## src/rtl/dp_mem_responder.sv

```systemverilog
// Cacheless memory responder: serializes datapath fetch and data requests onto one RAM port,
// returning registered single-cycle ihit/dhit pulses and retiring halt.
module dp_mem_responder #(
    parameter int TIMEOUT = 64
) (
    input  logic        CLK,
    input  logic        nRST,
    input  logic        imemREN,
    input  logic [31:0] imemaddr,
    input  logic        dmemREN,
    input  logic        dmemWEN,
    input  logic [31:0] dmemaddr,
    input  logic [31:0] dmemstore,
    input  logic        halt,
    output logic        ihit,
    output logic [31:0] imemload,
    output logic        dhit,
    output logic [31:0] dmemload,
    output logic        flushed,
    output logic        err,
    output logic        ramREN,
    output logic        ramWEN,
    output logic [31:0] ramaddr,
    output logic [31:0] ramstore,
    input  logic [31:0] ramload,
    input  logic        ram_ready
);

    localparam int CW = (TIMEOUT > 1) ? $clog2(TIMEOUT) : 1;
    localparam logic [CW-1:0] WAIT_LAST = CW'(TIMEOUT - 1);
    localparam logic [CW-1:0] WAIT_MAX  = '1;

    typedef enum logic [2:0] {
        IDLE,
        DACC,
        IACC,
        DRSP,
        IRSP,
        HALTED
    } state_t;

    state_t        state_q, state_d;
    logic [CW-1:0] wait_q, wait_d;
    logic          ren_q, ren_d;
    logic          wen_q, wen_d;
    logic [31:0]   addr_q, addr_d;
    logic [31:0]   store_q, store_d;
    logic [31:0]   iload_q, iload_d;
    logic [31:0]   dload_q, dload_d;
    logic          ihit_q, ihit_d;
    logic          dhit_q, dhit_d;
    logic          flushed_q, flushed_d;
    logic          err_q, err_d;

    always_ff @(posedge CLK or negedge nRST) begin
        if (!nRST) begin
            state_q   <= IDLE;
            wait_q    <= '0;
            ren_q     <= 1'b0;
            wen_q     <= 1'b0;
            addr_q    <= '0;
            store_q   <= '0;
            iload_q   <= '0;
            dload_q   <= '0;
            ihit_q    <= 1'b0;
            dhit_q    <= 1'b0;
            flushed_q <= 1'b0;
            err_q     <= 1'b0;
        end else begin
            state_q   <= state_d;
            wait_q    <= wait_d;
            ren_q     <= ren_d;
            wen_q     <= wen_d;
            addr_q    <= addr_d;
            store_q   <= store_d;
            iload_q   <= iload_d;
            dload_q   <= dload_d;
            ihit_q    <= ihit_d;
            dhit_q    <= dhit_d;
            flushed_q <= flushed_d;
            err_q     <= err_d;
        end
    end

    always_comb begin
        state_d   = state_q;
        wait_d    = wait_q;
        ren_d     = ren_q;
        wen_d     = wen_q;
        addr_d    = addr_q;
        store_d   = store_q;
        iload_d   = iload_q;
        dload_d   = dload_q;
        ihit_d    = 1'b0;
        dhit_d    = 1'b0;
        flushed_d = flushed_q;
        err_d     = err_q;

        unique case (state_q)
            IDLE: begin
                if (halt) begin
                    state_d   = HALTED;
                    flushed_d = 1'b1;
                    ren_d     = 1'b0;
                    wen_d     = 1'b0;
                end else if (dmemREN || dmemWEN) begin
                    // A request with both enables set is treated as a store.
                    state_d = DACC;
                    addr_d  = dmemaddr;
                    store_d = dmemstore;
                    wen_d   = dmemWEN;
                    ren_d   = ~dmemWEN;
                    wait_d  = '0;
                end else if (imemREN) begin
                    state_d = IACC;
                    addr_d  = imemaddr;
                    store_d = dmemstore;
                    wen_d   = 1'b0;
                    ren_d   = 1'b1;
                    wait_d  = '0;
                end
            end
            DACC, IACC: begin
                if (ram_ready) begin
                    ren_d = 1'b0;
                    wen_d = 1'b0;
                    if (state_q == DACC) begin
                        if (!wen_q) dload_d = ramload;
                        dhit_d  = 1'b1;
                        state_d = DRSP;
                    end else begin
                        iload_d = ramload;
                        ihit_d  = 1'b1;
                        state_d = IRSP;
                    end
                end else if (wait_q == WAIT_LAST) begin
                    // Abandon the access; the held request is re-arbitrated from IDLE.
                    err_d   = 1'b1;
                    ren_d   = 1'b0;
                    wen_d   = 1'b0;
                    state_d = IDLE;
                end else if (wait_q != WAIT_MAX) begin
                    wait_d = wait_q + 1'b1;
                end
            end
            DRSP, IRSP: begin
                state_d = IDLE;
            end
            HALTED: begin
                state_d = HALTED;
            end
            default: begin
                state_d = IDLE;
            end
        endcase
    end

    assign ihit     = ihit_q;
    assign dhit     = dhit_q;
    assign imemload = iload_q;
    assign dmemload = dload_q;
    assign flushed  = flushed_q;
    assign err      = err_q;
    assign ramREN   = ren_q;
    assign ramWEN   = wen_q;
    assign ramaddr  = addr_q;
    assign ramstore = store_q;

endmodule

```

## config.mk

```make
export PLATFORM = sky130hd
export DESIGN_NAME = dp_mem_responder
export DESIGN_NICKNAME = d
export VERILOG_FILES = /design/src/rtl/dp_mem_responder.sv
export SDC_FILE = /design/constraint.sdc
export NUM_CORES = 1
export LEC_CHECK = 0
export ABC_AREA = 1
export CORE_UTILIZATION = 35
export CTS_CLUSTER_SIZE = 25
export DETAILED_ROUTE_END_ITERATION = 10
export HOLD_SLACK_MARGIN = 0.03
export PLACE_DENSITY = 0.77
export SYNTH_ARGS = -nofsm -noshare
export SYNTH_HDL_FRONTEND = slang
export SYNTH_SLANG_ARGS = --single-unit
```

## constraint.sdc

```tcl
create_clock -name CLK -period 3 [get_ports CLK]
set_input_delay 0.6 -clock CLK [delete_from_list [all_inputs] [get_ports CLK]]
set_output_delay 0.6 -clock CLK [all_outputs]
set_load 0.1 [all_outputs]
```

==> qor_table.md <==
| Stage | Item | Reported |
|:---|:---|:---|
| layout | Post-layout net count | 1056 |
| floorplan | Number of ports placed on the die boundary | 269 |
| synth | Number of library cell types mapped by synthesis | 24 |
| clocking | Cts-stage hold buffer count | 0 |
| global route | Via count of the first global-routing pass | 5078 |
| layout | Fraction of final layout cells with drive strength greater than 1 | 20.2% |
| run | Number of maximum-capacitance constraint violations | 0 |
| floorplan | Die H | 132 µm |
| route | Final routed wire length divided by cell count | 13.8 µm |
| layout | Number of antenna cells inserted | 0 |
| clocking | Buffer levels on the longest clock path | 2 |
| clocking | Post-CTS resize count | 0 |
| layout | Total of fill cells in the finished design | 1479 |
| global route | GRT overflow | 0 |
| status | Result of the run | completed |
| floorplan | Core box area | 16500 µm² |
| synth | Total nets after synthesis | 797 |
| route | Drt drc | 0 |
| timing | Largest clock skew in the final design | 0.00790 ns |
| worst setup path | Worst endpoint required time | 3.33 ns |
| global route | Maximum number of pins on one net before global-route repair | 97 |
| worst setup path | Worst Reg-to-Reg Cells | 8 |
| hold path | Class of the worst hold path | in -> async |
| layout | Layout area overhead | 52.7% |
| timing | Endpoints failing setup | 0 |
| worst setup path | Kind of capture point of the worst setup path | flip-flop |
| worst setup path | Critical path startpoint category | primary input |
| global route | Total track usage | 19.0% |
| worst setup path | Signal arrival time at the worst endpoint | 2.13 ns |
| floorplan | Area of the die | 17400 µm² |
| timing | Post-route setup TNS | 0 ns |
| layout | Area of the multi-input gates | 1930 µm² |
| route | Number of iterations in the first detailed-routing pass | 6 |
| worst setup path | Worst setup path class | in -> reg |
| global route | Wire length of the first global-routing pass | 26000 µm |
| clocking | Clock input transition at the sequential cells of the worst setup and hold paths | 0.06 ns |
| place | Routability Congestion | 0.791 |
| route | Aggregate routed wire length | 15900 µm |
| worst setup path | Source of the worst register-to-register timing path | state_q[0] |
| synth | Synthesis-stage register bit count | 143 |
| worst setup path | CP Max Fanout | 96 |
| clocking | Maximum level of the CTS H-tree | 4 |
| clocking | # Post-CTS Setup Buffers | 0 |
| worst setup path | Reg2Reg Setup Slack | 1.32 ns |
| route | DR vias/cell | 4.62 |
| synth | Syn Inst Count | 661 |
| clocking | Clock latency at the later pin of the worst-skew pair | 0.42 ns |
| synth | Mean cell area of the mapped netlist | 8.92 µm² |
| timing | Unrepaired setup endpoints after global routing | false |
| synth | Mapped Area | 5900 µm² |
| floorplan | Starting Density | 35.7% |
| synth | Portion of the post-synthesis area used by sequential elements | 60.7% |
| timing | Share of the cycle needed by the critical path after routing | 59.7% |
| worst setup path | End of the worst register-to-register path | wait_q[5] |
| clocking | Clock tree from TritonCTS | built |
| timing | Worst-Margin Slew | 0.624 ns |
| timing | Relative slew slack | 58.4% |
| place | Quantity of I/O buffers inserted on ports | 268 |
| timing | Timing-limited maximum frequency | 0.558 GHz |
| route | Antenna-violating nets left | 0 |
| layout | Sequential cell area | 3580 µm² |
| place | Detailed placer's ending HPWL | 11300 µm |
| floorplan | Site Rows | 47 |
| timing | Final hold viol count | 0 |
| floorplan | Horizontal extent of the die | 132 µm |
| clocking | # clock sinks | 143 |
| route | Vias | 5330 |
| timing | Final critical path time including I/O delays and setup | 1.79 ns |
| route | DRC marker count from the first detailed-route iteration | 268 |
| synth | Number of warnings issued by yosys | 0 |
| clocking | Clock Tree Root | clkbuf_16 |
| clocking | Num CTS Buffers | 17 |
| global route | Number of antenna violations at the first check in global routing | 0 |
| timing | Max-slew violations | 0 |
## worst max-delay path, stage by stage
cell and delay, ns:
clkdlybuf4s50_1 0.59, nor2_4 0.05, nand2_2 0.07, nand2_1 0.08
nor2_4 0.11, buf_12 0.32, nor2_1 0.07, a31oi_1 0.16
## cells in the mapped netlist (all sizes together)
| cell | count | share of area (%) |
|---|---|---|
| nor3 | 2 | 0.17 |
| buf | 19 | 2.5 |
| nand4 | 2 | 0.21 |
| nand3b | 1 | 0.13 |
| a21oi | 2 | 0.17 |
| nor2 | 44 | 3.2 |
| clkbuf | 18 | 1.1 |
| nand3 | 11 | 1.2 |
| o21ai | 103 | 8.7 |
| or2 | 2 | 0.21 |
| a31oi | 32 | 3.4 |
| inv | 47 | 3.0 |
| dfrtp | 143 | 61 |
| o21bai | 1 | 0.13 |
| ha | 1 | 0.21 |
| nand2 | 233 | 15 |
## per-stage QoR
step                hold slack [ns]  cells  worst slack (ns)  util (%)  instance area, µm²
floorplan                     0.304    661              1.29         -                5900
global placement              0.455   1121             0.833      50.9                8410
detailed placement            0.460   1121             0.758      50.9                8410
CTS                           0.189   1153              1.22      54.5                9000
global route                  0.212   1153              1.07      54.5                9000
finish                        0.168   1153              1.21      54.5                9000
## layout make-up
class / instances / area share [%]
Sequential cell: 143 / 39.7
Timing Repair Buffer: 277 / 27.3
Multi-Input combinational cell: 434 / 21.4
Clock buffer: 20 / 5.07
Tap cell: 220 / 3.06
Inverter: 47 / 1.96
Clock inverter: 12 / 1.49
## worst max-delay path by stage
stage / from / endpoint / slack [ns]
5_1_grt: dmemWEN / state_q[0] / 1.07
6_report: dmemREN / ramaddr[25] / 1.21
2_1_floorplan: ramWEN / dmemload[10] / 1.29
3_5_place_dp: dmemREN / ramaddr[5] / 0.76
4_1_cts: dmemREN / ramaddr[5] / 1.22
3_3_place_gp: dmemREN / state_q[1] / 0.83
## cell usage in the layout, fill, tap and decap left out, types with 3 or more instances in the layout
cell and count:
nand3_1 8, dfrtp_1 143, clkinv_2 3, buf_4 140
nand2_1 231, nor2_4 3, a31oi_1 32, o21ai_0 86
clkdlybuf4s50_1 133, nand3_2 3, inv_6 3, nor2_1 40
buf_12 3, clkbuf_16 17, inv_1 45, o21ai_1 17
## metal layers
| metal | wire (µm) | track usage, % | vias to the layer above | part of all wire [%] |
|---|---|---|---|---|
| li1 | - | - | 2640 | - |
| met1 | 6850 | 24.7 | 2439 | 43 |
| met2 | 7360 | 29.5 | 228 | 46 |
| met3 | 1380 | 6.23 | 23 | 8.7 |
| met4 | 313 | 7.36 | 0 | 2.0 |
| met5 | 0 | 0 | - | 0 |
## cell families (layout without fill, tap and decap cells)
group | count (synthesis) | count (layout) | share of synthesized area (%)
AO/OA/AOI/OAI | 138 | 138 | 12.4
adder cells (fa/ha/maj) | 1 | 1 | 0.212
buffers and inverters | 84 | 356 | 6.60
flip-flops | 143 | 143 | 60.7
AND/OR/NAND/NOR | 295 | 295 | 20.1
## flip-flops by register name, summed over array words and instances, names as in the netlist
register	count
dmemload	32
imemload	32
ramaddr	32
ramstore	32
wait_q	6
state_q	3
dhit	1
err	1
flushed	1
ihit	1
ramREN	1
ramWEN	1
Power is not shown: default switching activity piles up to over one toggle a cycle in this logic, so the estimate is an artifact.
